==> config.mk <==
export PLATFORM = sky130hd
export DESIGN_NAME = rx_des_param
export DESIGN_NICKNAME = d
export VERILOG_FILES = /design/src/rtl/rx_des_param.sv
export SDC_FILE = /design/constraint.sdc
export NUM_CORES = 1
export LEC_CHECK = 0
export CORE_UTILIZATION = 30
export CTS_BUF_LIST = sky130_fd_sc_hd__clkbuf_2 sky130_fd_sc_hd__clkbuf_4 sky130_fd_sc_hd__clkbuf_8
export DETAILED_ROUTE_END_ITERATION = 12
export GPL_ROUTABILITY_DRIVEN = 1
export PLACE_DENSITY_LB_ADDON = 0.25
export SLEW_MARGIN = 20
export SYNTH_ARGS = -nofsm -noshare
export SYNTH_HDL_FRONTEND = slang
export SYNTH_SLANG_ARGS = --single-unit
==> constraint.sdc <==
create_clock -name clk -period 5.5 [get_ports clk]
set_input_delay 0.55 -clock clk [delete_from_list [all_inputs] [get_ports clk]]
set_output_delay 0.55 -clock clk [all_outputs]
set_load 0.02 [all_outputs]
==> src/rtl/rx_des_param.sv <==
// UART-style frame deserializer: dual-rate baud counter, 3-sample majority vote, idle detection.
// Optional parity bit between data and stop bit when RX_DES_PARITY_EN is defined.
module rx_des_param #(
   parameter int DATA_BITS = 8,
   parameter int IDLE_W    = 8
) (
   input  logic                 clk,
   input  logic                 reset_n,
   input  logic [15:0]          div_ls,
   input  logic [15:0]          div_hs,
   input  logic [IDLE_W-1:0]    idle_wait_len,
   input  logic                 parity_odd,
   input  logic                 force_wait_idle,
   input  logic                 rx,
   output logic                 bus_idle,
   output logic [DATA_BITS-1:0] data,
   output logic                 data_clk,
   output logic                 rx_break,
   output logic                 err_frame,
   output logic                 err_parity
);
`ifdef RX_DES_PARITY_EN
   localparam int STOP_IDX = DATA_BITS + 2;
`else
   localparam int STOP_IDX = DATA_BITS + 1;
`endif
   localparam int BCW = $clog2(STOP_IDX + 1);
   localparam logic [BCW-1:0] LAST_DATA = BCW'(DATA_BITS);
   localparam logic [BCW-1:0] STOP      = BCW'(STOP_IDX);

   typedef enum logic [1:0] {WAIT_IDLE = 2'd0, BUS_IDLE = 2'd1, DATA = 2'd2, WAIT_DATA = 2'd3} state_t;

   state_t               state_q, state_d;
   logic [15:0]          cnt_q, cnt_d, div;
   logic [1:0]           rx_d_q, rx_d_d;
   logic [IDLE_W-1:0]    idle_cnt_q, idle_cnt_d;
   logic [BCW-1:0]       bit_cnt_q, bit_cnt_d;
   logic [DATA_BITS-1:0] data_q, data_d;
   logic                 sel_q, sel_d, first_q, first_d;
   logic                 bus_idle_q, bus_idle_d, data_clk_q, data_clk_d;
   logic                 rx_break_q, rx_break_d, err_frame_q, err_frame_d;
   logic                 inc, cap, smp, sync, idle_done, done, pb;

`ifdef RX_DES_PARITY_EN
   logic par_bad_q, par_bad_d, err_parity_q, err_parity_d;
   assign pb         = par_bad_q;
   assign err_parity = err_parity_q;
`else
   logic unused_parity;
   assign unused_parity = parity_odd;
   assign pb            = 1'b0;
   assign err_parity    = 1'b0;
`endif

   always_comb begin
      div       = sel_q ? div_hs : div_ls;
      inc       = (cnt_q == div);
      cap       = (cnt_q == (div >> 1));
      smp       = (rx & rx_d_q[0]) | (rx & rx_d_q[1]) | (rx_d_q[0] & rx_d_q[1]);
      sync      = (state_q == BUS_IDLE) || (state_q == WAIT_DATA && !rx);
      cnt_d     = (sync || inc) ? 16'd0 : cnt_q + 16'd1;
      rx_d_d    = {rx_d_q[0], rx};
      idle_done = (idle_cnt_q >= idle_wait_len);

      idle_cnt_d = idle_cnt_q;
      if (state_q == DATA || !rx)        idle_cnt_d = '0;
      else if (inc && idle_cnt_q != '1)  idle_cnt_d = idle_cnt_q + IDLE_W'(1);

      state_d     = state_q;
      sel_d       = sel_q;
      first_d     = first_q;
      bit_cnt_d   = bit_cnt_q;
      data_d      = data_q;
      data_clk_d  = 1'b0;
      rx_break_d  = 1'b0;
      err_frame_d = 1'b0;
      done        = 1'b0;
`ifdef RX_DES_PARITY_EN
      par_bad_d    = par_bad_q;
      err_parity_d = 1'b0;
`endif

      case (state_q)
         WAIT_IDLE: if (idle_done) state_d = BUS_IDLE;
         BUS_IDLE:  if (!rx) state_d = DATA;
         DATA: begin
            if (cap) begin
               bit_cnt_d = bit_cnt_q + BCW'(1);
               if (bit_cnt_q == '0) begin
                  if (smp) begin
                     err_frame_d = 1'b1;
                     done        = 1'b1;
                  end
               end else if (bit_cnt_q <= LAST_DATA) begin
                  // LSB arrives first, so shift in from the top
                  data_d = {smp, data_q[DATA_BITS-1:1]};
`ifdef RX_DES_PARITY_EN
               end else if (bit_cnt_q < STOP) begin
                  if (smp != (^data_q ^ parity_odd)) par_bad_d = 1'b1;
`endif
               end else begin
                  done = 1'b1;
                  if (!smp) begin
                     if (data_q == '0 && !pb) rx_break_d  = 1'b1;
                     else                     err_frame_d = 1'b1;
                  end else if (!pb) begin
                     data_clk_d = 1'b1;
                     first_d    = 1'b0;
                  end
`ifdef RX_DES_PARITY_EN
                  else err_parity_d = 1'b1;
`endif
               end
               if (done) begin
                  bit_cnt_d = '0;
                  state_d   = data_clk_d ? WAIT_DATA : WAIT_IDLE;
               end
            end
         end
         WAIT_DATA: begin
            if (!rx) begin
               state_d = DATA;
               sel_d   = !first_q;
            end else if (idle_done) begin
               state_d = BUS_IDLE;
            end
         end
         default: state_d = WAIT_IDLE;
      endcase

      if (force_wait_idle) state_d = WAIT_IDLE;
      if (state_d == WAIT_IDLE || state_d == BUS_IDLE) begin
         sel_d   = 1'b0;
         first_d = 1'b1;
      end
      if (state_q != DATA) begin
         bit_cnt_d = '0;
`ifdef RX_DES_PARITY_EN
         par_bad_d = 1'b0;
`endif
      end
      bus_idle_d = (state_d == BUS_IDLE);
   end

   always_ff @(posedge clk or negedge reset_n) begin
      if (!reset_n) begin
         state_q     <= WAIT_IDLE;
         cnt_q       <= '0;
         rx_d_q      <= '0;
         idle_cnt_q  <= '0;
         bit_cnt_q   <= '0;
         data_q      <= '0;
         sel_q       <= 1'b0;
         first_q     <= 1'b1;
         bus_idle_q  <= 1'b0;
         data_clk_q  <= 1'b0;
         rx_break_q  <= 1'b0;
         err_frame_q <= 1'b0;
`ifdef RX_DES_PARITY_EN
         par_bad_q    <= 1'b0;
         err_parity_q <= 1'b0;
`endif
      end else begin
         state_q     <= state_d;
         cnt_q       <= cnt_d;
         rx_d_q      <= rx_d_d;
         idle_cnt_q  <= idle_cnt_d;
         bit_cnt_q   <= bit_cnt_d;
         data_q      <= data_d;
         sel_q       <= sel_d;
         first_q     <= first_d;
         bus_idle_q  <= bus_idle_d;
         data_clk_q  <= data_clk_d;
         rx_break_q  <= rx_break_d;
         err_frame_q <= err_frame_d;
`ifdef RX_DES_PARITY_EN
         par_bad_q    <= par_bad_d;
         err_parity_q <= err_parity_d;
`endif
      end
   end

   assign bus_idle  = bus_idle_q;
   assign data      = data_q;
   assign data_clk  = data_clk_q;
   assign rx_break  = rx_break_q;
   assign err_frame = err_frame_q;
endmodule

==> impl_metrics.tcl, run 1 <==
set metrics [dict create \
    outcome "complete, no violations" \
    num_rows 35 \
    track_usage 0.132 \
    cts.path.max_buffers 2 \
    critPathBufInv 0 \
    die_h_um 100 \
    place.gp.congestion 0.766 \
    dieArea_um2 10100 \
    synth.most_common_cell "dfrtp_1" \
    switching_share 0.311 \
    cts_root_buffer "clkbuf_8" \
    timing.hold.ws_ns 0.218 \
    hp-class "in -> async" \
    power_mw 0.802 \
    netlist_area_um2 2910 \
    finClkSkew_ns 0.0152 \
    crit_required_ns 5.70 \
    routedWlPerCell_um 13.1 \
    hold_viol 0 \
    clkTransAtPathRegs_ns 0.11 \
    antenna_cells 0 \
    grt_pass1_vias 2252 \
    syn-num-nets 357 \
    synth-warning-count 0 \
    io_pins 58 \
    core_area_um2 9330 \
    p_leak_nw 1.43 \
    wl_mm 6.28 \
    post-cts-setup-buffer-count 0 \
    firstDrtPassIters 4 \
    drt_iter0_drc 99 \
    finalSetupTns_ns 0 \
    antenna_found_initial 0 \
    cp_top_family "simple AND/OR/NAND/NOR gates" \
    finish.utilization 0.390 \
    vdd_drop_max_mv 0.0955 \
    cp-start-kind "register" \
    io_buffers 55 \
    drc 0 \
    synth_edf_count 0 \
    worst_ep_arrival_time_ns 3.81 \
    fmax_mhz 277 \
    p_int_mw 0.552 \
    path_cells "mux2i_1 -> xnor2_1 -> nor4_1 -> nand4_1 -> nor4b_4 -> mux2_2" \
    final_cells 478 \
    yosysUniqueCellTypes 46 \
    synth_top_area_share 0.387 \
    layout-drive-gt1-share 0.0688 \
    htreeDepth 2 \
    synth_area_leaders "dfrtp_1, xnor2_1, ha_1" \
    synth-async-reset-ratio 1.00 \
    post_dp_cell_area_um2 3540 \
    finalMaxSlewViolations 0 \
    ff2ff_path_depth 6 \
    fin_ws_ns 1.89 \
    postCtsHoldBufs 0 \
    synth_common_cells "dfrtp_1, xnor2_1, nor2_1" \
    criticalPathCategory "reg -> reg" \
    finalCritPeriodShare 0.657 \
    area_growth_pct 25.1 \
    synthFlopType "dfrtp_1" \
    combPwrFrac 0.209 \
    ys_seq_elements 46 \
    cts_sinks 46 \
    grt_start_max_net_pins 47 \
    endpoint_kind "register" \
    initial_core_util 0.312 \
    rsz0062_at_grt "no" \
    cts-buffers-inserted 5 \
    dp.cells 470 \
    die-width_um 100 \
    postCtsResizedCells 0 \
    hpwl_mm 4.63 \
    tightestPinTransition_ns 0.985 \
    clk_latency_ns 0.31 \
    cp_slowest_stage_delay_ns 1.00 \
    cts_tree "yes" \
    worstSetupPathDepth 6 \
    synth_largest_area_cell "dfrtp_1" \
    synth_cells 300 \
    place_ws_ns 1.87 \
    design_area_um2 3640 \
    seqPwrFrac 0.517 \
    finalNetCount 405 \
    drtAntennaViolNets 0 \
    setup_viol 0 \
    ys_seq_area_frac 0.396 \
    vias 2279 \
    worst-path-max-fanout 17 \
    power.density_nw_per_um2 220 \
    p_sw_mw 0.250 \
    syn_area_per_cell_um2 9.69 \
    min_period_ns 3.61 \
    grt_pass1_wl_mm 10.6 \
    cp_slowest_cell "dfrtp_1" \
    grt-ovfl-total 0 \
    slew_headroom 0.344 \
    vias_per_cell 4.77 \
    clkPwrFrac 0.274 \
    maxCapViolCount 0 \
]
placed cells by master (no fill, tap or decap), types with 9 or more instances in the layout:
cell and count:
clkdlybuf4s50_1 54, nor2_1 27, xor2_1 9, mux2i_1 13, nand3_1 12, a21oi_1 11
xnor2_1 36, dfrtp_1 45, inv_1 16, ha_1 12, nor4_1 9, nand2_1 18
logic make-up after synthesis:
| logic type | count (synthesis) | share of synthesized area |
|---|---|---|
| multiplexers | 24 | 0.0900 |
| other | 1 | 0.00129 |
| buffers and inverters | 30 | 0.0452 |
| XOR/XNOR | 45 | 0.136 |
| adder cells (fa/ha/maj) | 13 | 0.0551 |
| AO/OA/AOI/OAI | 38 | 0.0861 |
| flip-flops | 46 | 0.396 |
| AND/OR/NAND/NOR | 103 | 0.190 |
worst register-to-register path: stages, from the launching register on:
cell and delay, ns:
dfrtp_1 1.00, mux2i_1 0.44, xnor2_1 0.14, nor4_1 0.28, nand4_1 0.52, nor4b_4 0.73
mux2_2 0.40
flip-flops by register name, summed over array words and instances (netlist names), 2 cells and up:
signal and cells:
data 8, cnt_q 16, bit_cnt_q 4, state_q 2, rx_d_q 2, idle_cnt_q 8
power by group through the flow:
stage	clock [mW]	sequential, mW	combinational [mW]
global placement	0	0.418	0.167
detailed placement	0	0.421	0.169
finish	0.220	0.415	0.168
floorplan	0	0.390	0.137
CTS	0.225	0.414	0.170
global route	0.241	0.421	0.187
metal layers:
| layer | vias to the layer above | share of wire | GRT usage |
|---|---|---|---|
| li1 | 1147 | - | - |
| met1 | 1075 | 0.49 | 0.177 |
| met2 | 51 | 0.45 | 0.211 |
| met3 | 6 | 0.052 | 0.0313 |
| met4 | 0 | 0.010 | 0.0357 |
| met5 | - | 0 | 0 |
worst paths after layout:
path	from	endpoint	slack, ns
min	reset_n	data[5]	0.22
min reg2reg	rx_d_q[0]	rx_d_q[1]	0.39
max in group asynchronous	reset_n	cnt_q[5]	4.86
min in group clk	rx_d_q[0]	rx_d_q[1]	0.39
max	sel_q	data[0]	1.89
max reg2reg	sel_q	data[0]	1.89
cell type report:
| cell class | instances | area, µm² |
|---|---|---|
| Clock buffer | 5 | 68.8 |
| Sequential cell | 46 | 1150 |
| Multi-Input combinational cell | 224 | 1620 |
| Timing Repair Buffer | 55 | 548 |
| Clock inverter | 3 | 23.8 |
| Fill cell | 964 | 5690 |
| Tap cell | 129 | 161 |
| Inverter | 16 | 60.1 |
No activity file was read; power rests on OpenSTA's default activity.
==> run 2: changes to the inputs <==
clock period = 2.9 ns   (was 5.5 ns; I/O delays follow)
==> impl_metrics.tcl, run 2 (same netlist as run 1, synthesis figures left out) <==
set metrics [dict create \
    combPwrFrac 0.208 \
    cp_top_family "simple AND/OR/NAND/NOR gates" \
    drc 0 \
    worst-path-max-fanout 16 \
    num_rows 35 \
    finalMaxSlewViolations 0 \
    layout-drive-gt1-share 0.0819 \
    p_leak_nw 1.47 \
    hpwl_mm 4.66 \
    drtAntennaViolNets 0 \
    track_usage 0.130 \
    grt_pass1_vias 2266 \
    criticalPathCategory "reg -> reg" \
    firstDrtPassIters 4 \
    p_int_mw 1.09 \
    timing.hold.ws_ns -0.0145 \
    dieArea_um2 10100 \
    final_cell_mix "clkdlybuf4s50_1, dfrtp_1, xnor2_1" \
    fmax_mhz 379 \
    finish.utilization 0.397 \
    rsz0062_at_grt "no" \
    postCtsHoldBufs 0 \
    path_cells "buf_12 -> mux2i_1 -> xnor2_1 -> nor4_1 -> nand4_1 -> buf_4 -> or4b_1 -> a21oi_1" \
    fin_ws_ns 0.264 \
    core_area_um2 9330 \
    min_period_ns 2.64 \
    p_sw_mw 0.445 \
    outcome "finished with violations" \
    vdd_drop_max_mv 0.252 \
    finalCritPeriodShare 0.909 \
    vias 2321 \
    area_growth_pct 27.3 \
    finalNetCount 410 \
    largest_reg_flops 16 \
    postCtsResizedCells 0 \
    final_cells 483 \
    place.gp.congestion 0.760 \
    dp.cells 475 \
    initial_core_util 0.312 \
    hold_viol 14 \
    critPathBufInv 2 \
    grt_start_max_net_pins 47 \
    cp_slowest_stage_delay_ns 0.51 \
    cts.path.max_buffers 2 \
    worst_ep_arrival_time_ns 2.86 \
    clk_latency_ns 0.29 \
    seqPwrFrac 0.509 \
    top_register "cnt_q" \
    die_h_um 100 \
    layout_commonest_cell "clkdlybuf4s50_1" \
    vias_per_cell 4.81 \
    wl_mm 6.24 \
    design_area_um2 3700 \
    setup_viol 0 \
    io_pins 58 \
    routedWlPerCell_um 12.9 \
    cts_tree "yes" \
    antenna_cells 0 \
    hp-class "in -> async" \
    violations "hold timing" \
    cts-buffers-inserted 5 \
    clkTransAtPathRegs_ns 0.09 \
    power.density_nw_per_um2 416 \
    cts_root_buffer "clkbuf_8" \
    antenna_found_initial 0 \
    post-cts-setup-buffer-count 0 \
    endpoint_kind "register" \
    die-width_um 100 \
    grt_pass1_wl_mm 10.5 \
    crit_required_ns 3.12 \
    cp_slowest_cell "or4b_1" \
    place_ws_ns 0.209 \
    slew_headroom 0.608 \
    cts_sinks 46 \
    finalSetupTns_ns 0 \
    post_dp_cell_area_um2 3590 \
    cp-start-kind "register" \
    tightestPinTransition_ns 0.588 \
    clkPwrFrac 0.283 \
    io_buffers 55 \
    switching_share 0.289 \
    maxCapViolCount 0 \
    drt_iter0_drc 92 \
    finClkSkew_ns 0.00825 \
    htreeDepth 2 \
    grt-ovfl-total 0 \
    power_mw 1.54 \
]
[run 2: cell types whose count changed in the layout (fill, tap and decap cells not counted), sizes merged]
cell / delta
clkinv: +1
inv: -1
clkinvlp: -2
buf: +5
clkbuf: +2
[run 2: cell type report]
| class | count | area (µm²) |
|---|---|---|
| sequential | 46 | 1150 |
| timing repair buffer | 60 | 598 |
| multi-input combinational | 224 | 1620 |
| fill | 948 | 5630 |
| clock inverter | 1 | 8.76 |
| clock buffer | 7 | 96.3 |
| inverter | 16 | 60.1 |
| tap | 129 | 161 |
[run 2: power groups by stage]
stage                     registers, mW  logic, mW  clock network [mW]
after floorplan                   0.740      0.259                   0
after global placement            0.793      0.319                   0
after detailed placement          0.798      0.324                   0
after CTS                         0.785      0.326               0.455
after global routing              0.797      0.353               0.487
final                             0.783      0.320               0.436
[run 2: worst register-to-register path, stage by stage, from the launching register on]
cell,delay [ns]
dfrtp_1,0.40
buf_12,0.19
mux2i_1,0.39
xnor2_1,0.11
nor4_1,0.28
nand4_1,0.27
buf_4,0.26
or4b_1,0.51
a21oi_1,0.16
[run 2: path summary, 6_finish.rpt]
| check | from | to | slack, ns | depth (start not counted) |
|---|---|---|---|---|
| max in group asynchronous | reset_n | idle_cnt_q[3] | 2.51 | 1 |
| hold reg to reg | rx_d_q[0] | rx_d_q[1] | 0.39 | 0 |
| hold / removal | reset_n | err_frame | -0.01 | 1 |
| setup / recovery | sel_q | bit_cnt_q[2] | 0.26 | 8 |
| setup reg to reg | sel_q | bit_cnt_q[2] | 0.26 | 8 |
| min in group clk | rx_d_q[0] | rx_d_q[1] | 0.39 | 0 |
[run 2: layer usage]
metal,up-vias,GRT usage,part of all wire
met5,-,0,0
met4,0,0.0268,0.0056
met3,4,0.0258,0.051
met2,60,0.216,0.45
met1,1107,0.176,0.50
li1,1150,-,-
==> run 3: changes to the inputs <==
SLEW_MARGIN = 10   (was 20)
==> impl_metrics.tcl, run 3 (same netlist as run 1, synthesis figures left out) <==
set metrics [dict create \
    multi_input_comb_area_um2 1620 \
    drc 0 \
    initial_core_util 0.312 \
    io_buffers 55 \
    crit_required_ns 3.12 \
    antenna_found_initial 0 \
    drt_iter0_drc 92 \
    dieArea_um2 10100 \
    antenna_cells 0 \
    finish.utilization 0.396 \
    fmax_mhz 379 \
    die_h_um 100 \
    finalMaxSlewViolations 0 \
    seq_area_um2 1150 \
    finalCritPeriodShare 0.909 \
    drtAntennaViolNets 0 \
    vias 2321 \
    clk_latency_ns 0.29 \
    hpwl_mm 4.66 \
    cp_top_family "simple AND/OR/NAND/NOR gates" \
    postCtsHoldBufs 0 \
    grt-ovfl-total 0 \
    largest_reg_flops 16 \
    grt_start_max_net_pins 47 \
    cts.path.max_buffers 2 \
    io_pins 58 \
    routedWlPerCell_um 12.9 \
    worst_ep_arrival_time_ns 2.86 \
    firstDrtPassIters 4 \
    cts_root_buffer "clkbuf_8" \
    worst-path-max-fanout 16 \
    maxCapViolCount 0 \
    slew_headroom 0.315 \
    clkTransAtPathRegs_ns 0.09 \
    endpoint_kind "register" \
    fillerInstances 949 \
    hold_viol 0 \
    core_area_um2 9330 \
    track_usage 0.130 \
    rsz0062_at_grt "no" \
    cp_slowest_cell "or4b_1" \
    setup_viol 0 \
    grt_pass1_vias 2266 \
    p_leak_nw 1.47 \
    cts_sinks 46 \
    criticalPathCategory "reg -> reg" \
    die-width_um 100 \
    finalSetupTns_ns 0 \
    power.density_nw_per_um2 416 \
    tightestPinTransition_ns 1.03 \
    min_period_ns 2.64 \
    cts_tree "yes" \
    top_register "cnt_q" \
    critPathBufInv 2 \
    vias_per_cell 4.81 \
    final_cell_mix "clkdlybuf4s50_1, dfrtp_1, xnor2_1" \
    post-cts-setup-buffer-count 0 \
    cp-start-kind "register" \
    cp_slowest_stage_delay_ns 0.51 \
    postCtsResizedCells 0 \
    path_cells "buf_12 -> mux2i_1 -> xnor2_1 -> nor4_1 -> nand4_1 -> buf_4 -> or4b_1 -> a21oi_1" \
    vdd_drop_max_mv 0.252 \
    finClkSkew_ns 0.00824 \
    hp-class "in -> async" \
    layout-drive-gt1-share 0.0819 \
    htreeDepth 2 \
    layout_commonest_cell "clkdlybuf4s50_1" \
    place.gp.congestion 0.760 \
    cts-buffers-inserted 5 \
    outcome "complete, no violations" \
    wl_mm 6.24 \
    fin_ws_ns 0.264 \
    area_growth_pct 27.2 \
    finalNetCount 410 \
    grt_pass1_wl_mm 10.5 \
    num_rows 35 \
    place_ws_ns 0.209 \
]
[run 3: metrics by stage]
step	power [mW]	instance area [µm²]	hold WS [ns]	instances
floorplan	0.999	2910	-0.00559	300
global placement	1.11	3590	0.365	475
detailed placement	1.12	3590	0.377	475
CTS	1.57	3700	0.208	483
global route	1.64	3700	0.255	483
finish	1.54	3700	0.165	483
[run 3: final timing paths]
check                                from       endpoint  slack, ns  depth (start not counted)
worst max-delay path                sel_q   bit_cnt_q[2]       0.26                          8
worst min-delay path              reset_n      err_frame       0.17                          1
worst max register to register      sel_q   bit_cnt_q[2]       0.26                          8
worst min register to register  rx_d_q[0]      rx_d_q[1]       0.39                          0
max in group asynchronous         reset_n  idle_cnt_q[3]       2.09                          1
min in group clk                rx_d_q[0]      rx_d_q[1]       0.39                          0
[run 3: worst register-to-register path: cells and delay by family (launching register included)]
family | cells | cell delay, ns
buffers and inverters | 2 | 0.45
and+or+nand+nor | 3 | 1.06
xor gates and xnor gates | 1 | 0.11
muxes | 1 | 0.39
AOI/OAI and AO/OA | 1 | 0.16
DFF | 1 | 0.40
[run 3: layout make-up]
cell class                      count  area share
Clock inverter                      1     0.00237
Timing Repair Buffer               60       0.161
Inverter                           16      0.0162
Sequential cell                    46       0.312
Multi-Input combinational cell    224       0.439
Tap cell                          129      0.0437
Clock buffer                        7      0.0261
[run 3: layer usage]
layer / routed length (µm) / track usage / up-vias
met1: 3090 / 0.176 / 1107
met4: 35 / 0.0268 / 0
met2: 2790 / 0.216 / 60
met3: 320 / 0.0258 / 4
met5: 0 / 0 / -
li1: - / - / 1150
[run 3: where the power goes]
group	internal [mW]	switching (mW)	total (mW)
combinational	0.183	0.136	0.320
clock	0.219	0.217	0.436
sequential	0.691	0.0918	0.783
total	1.09	0.445	1.54
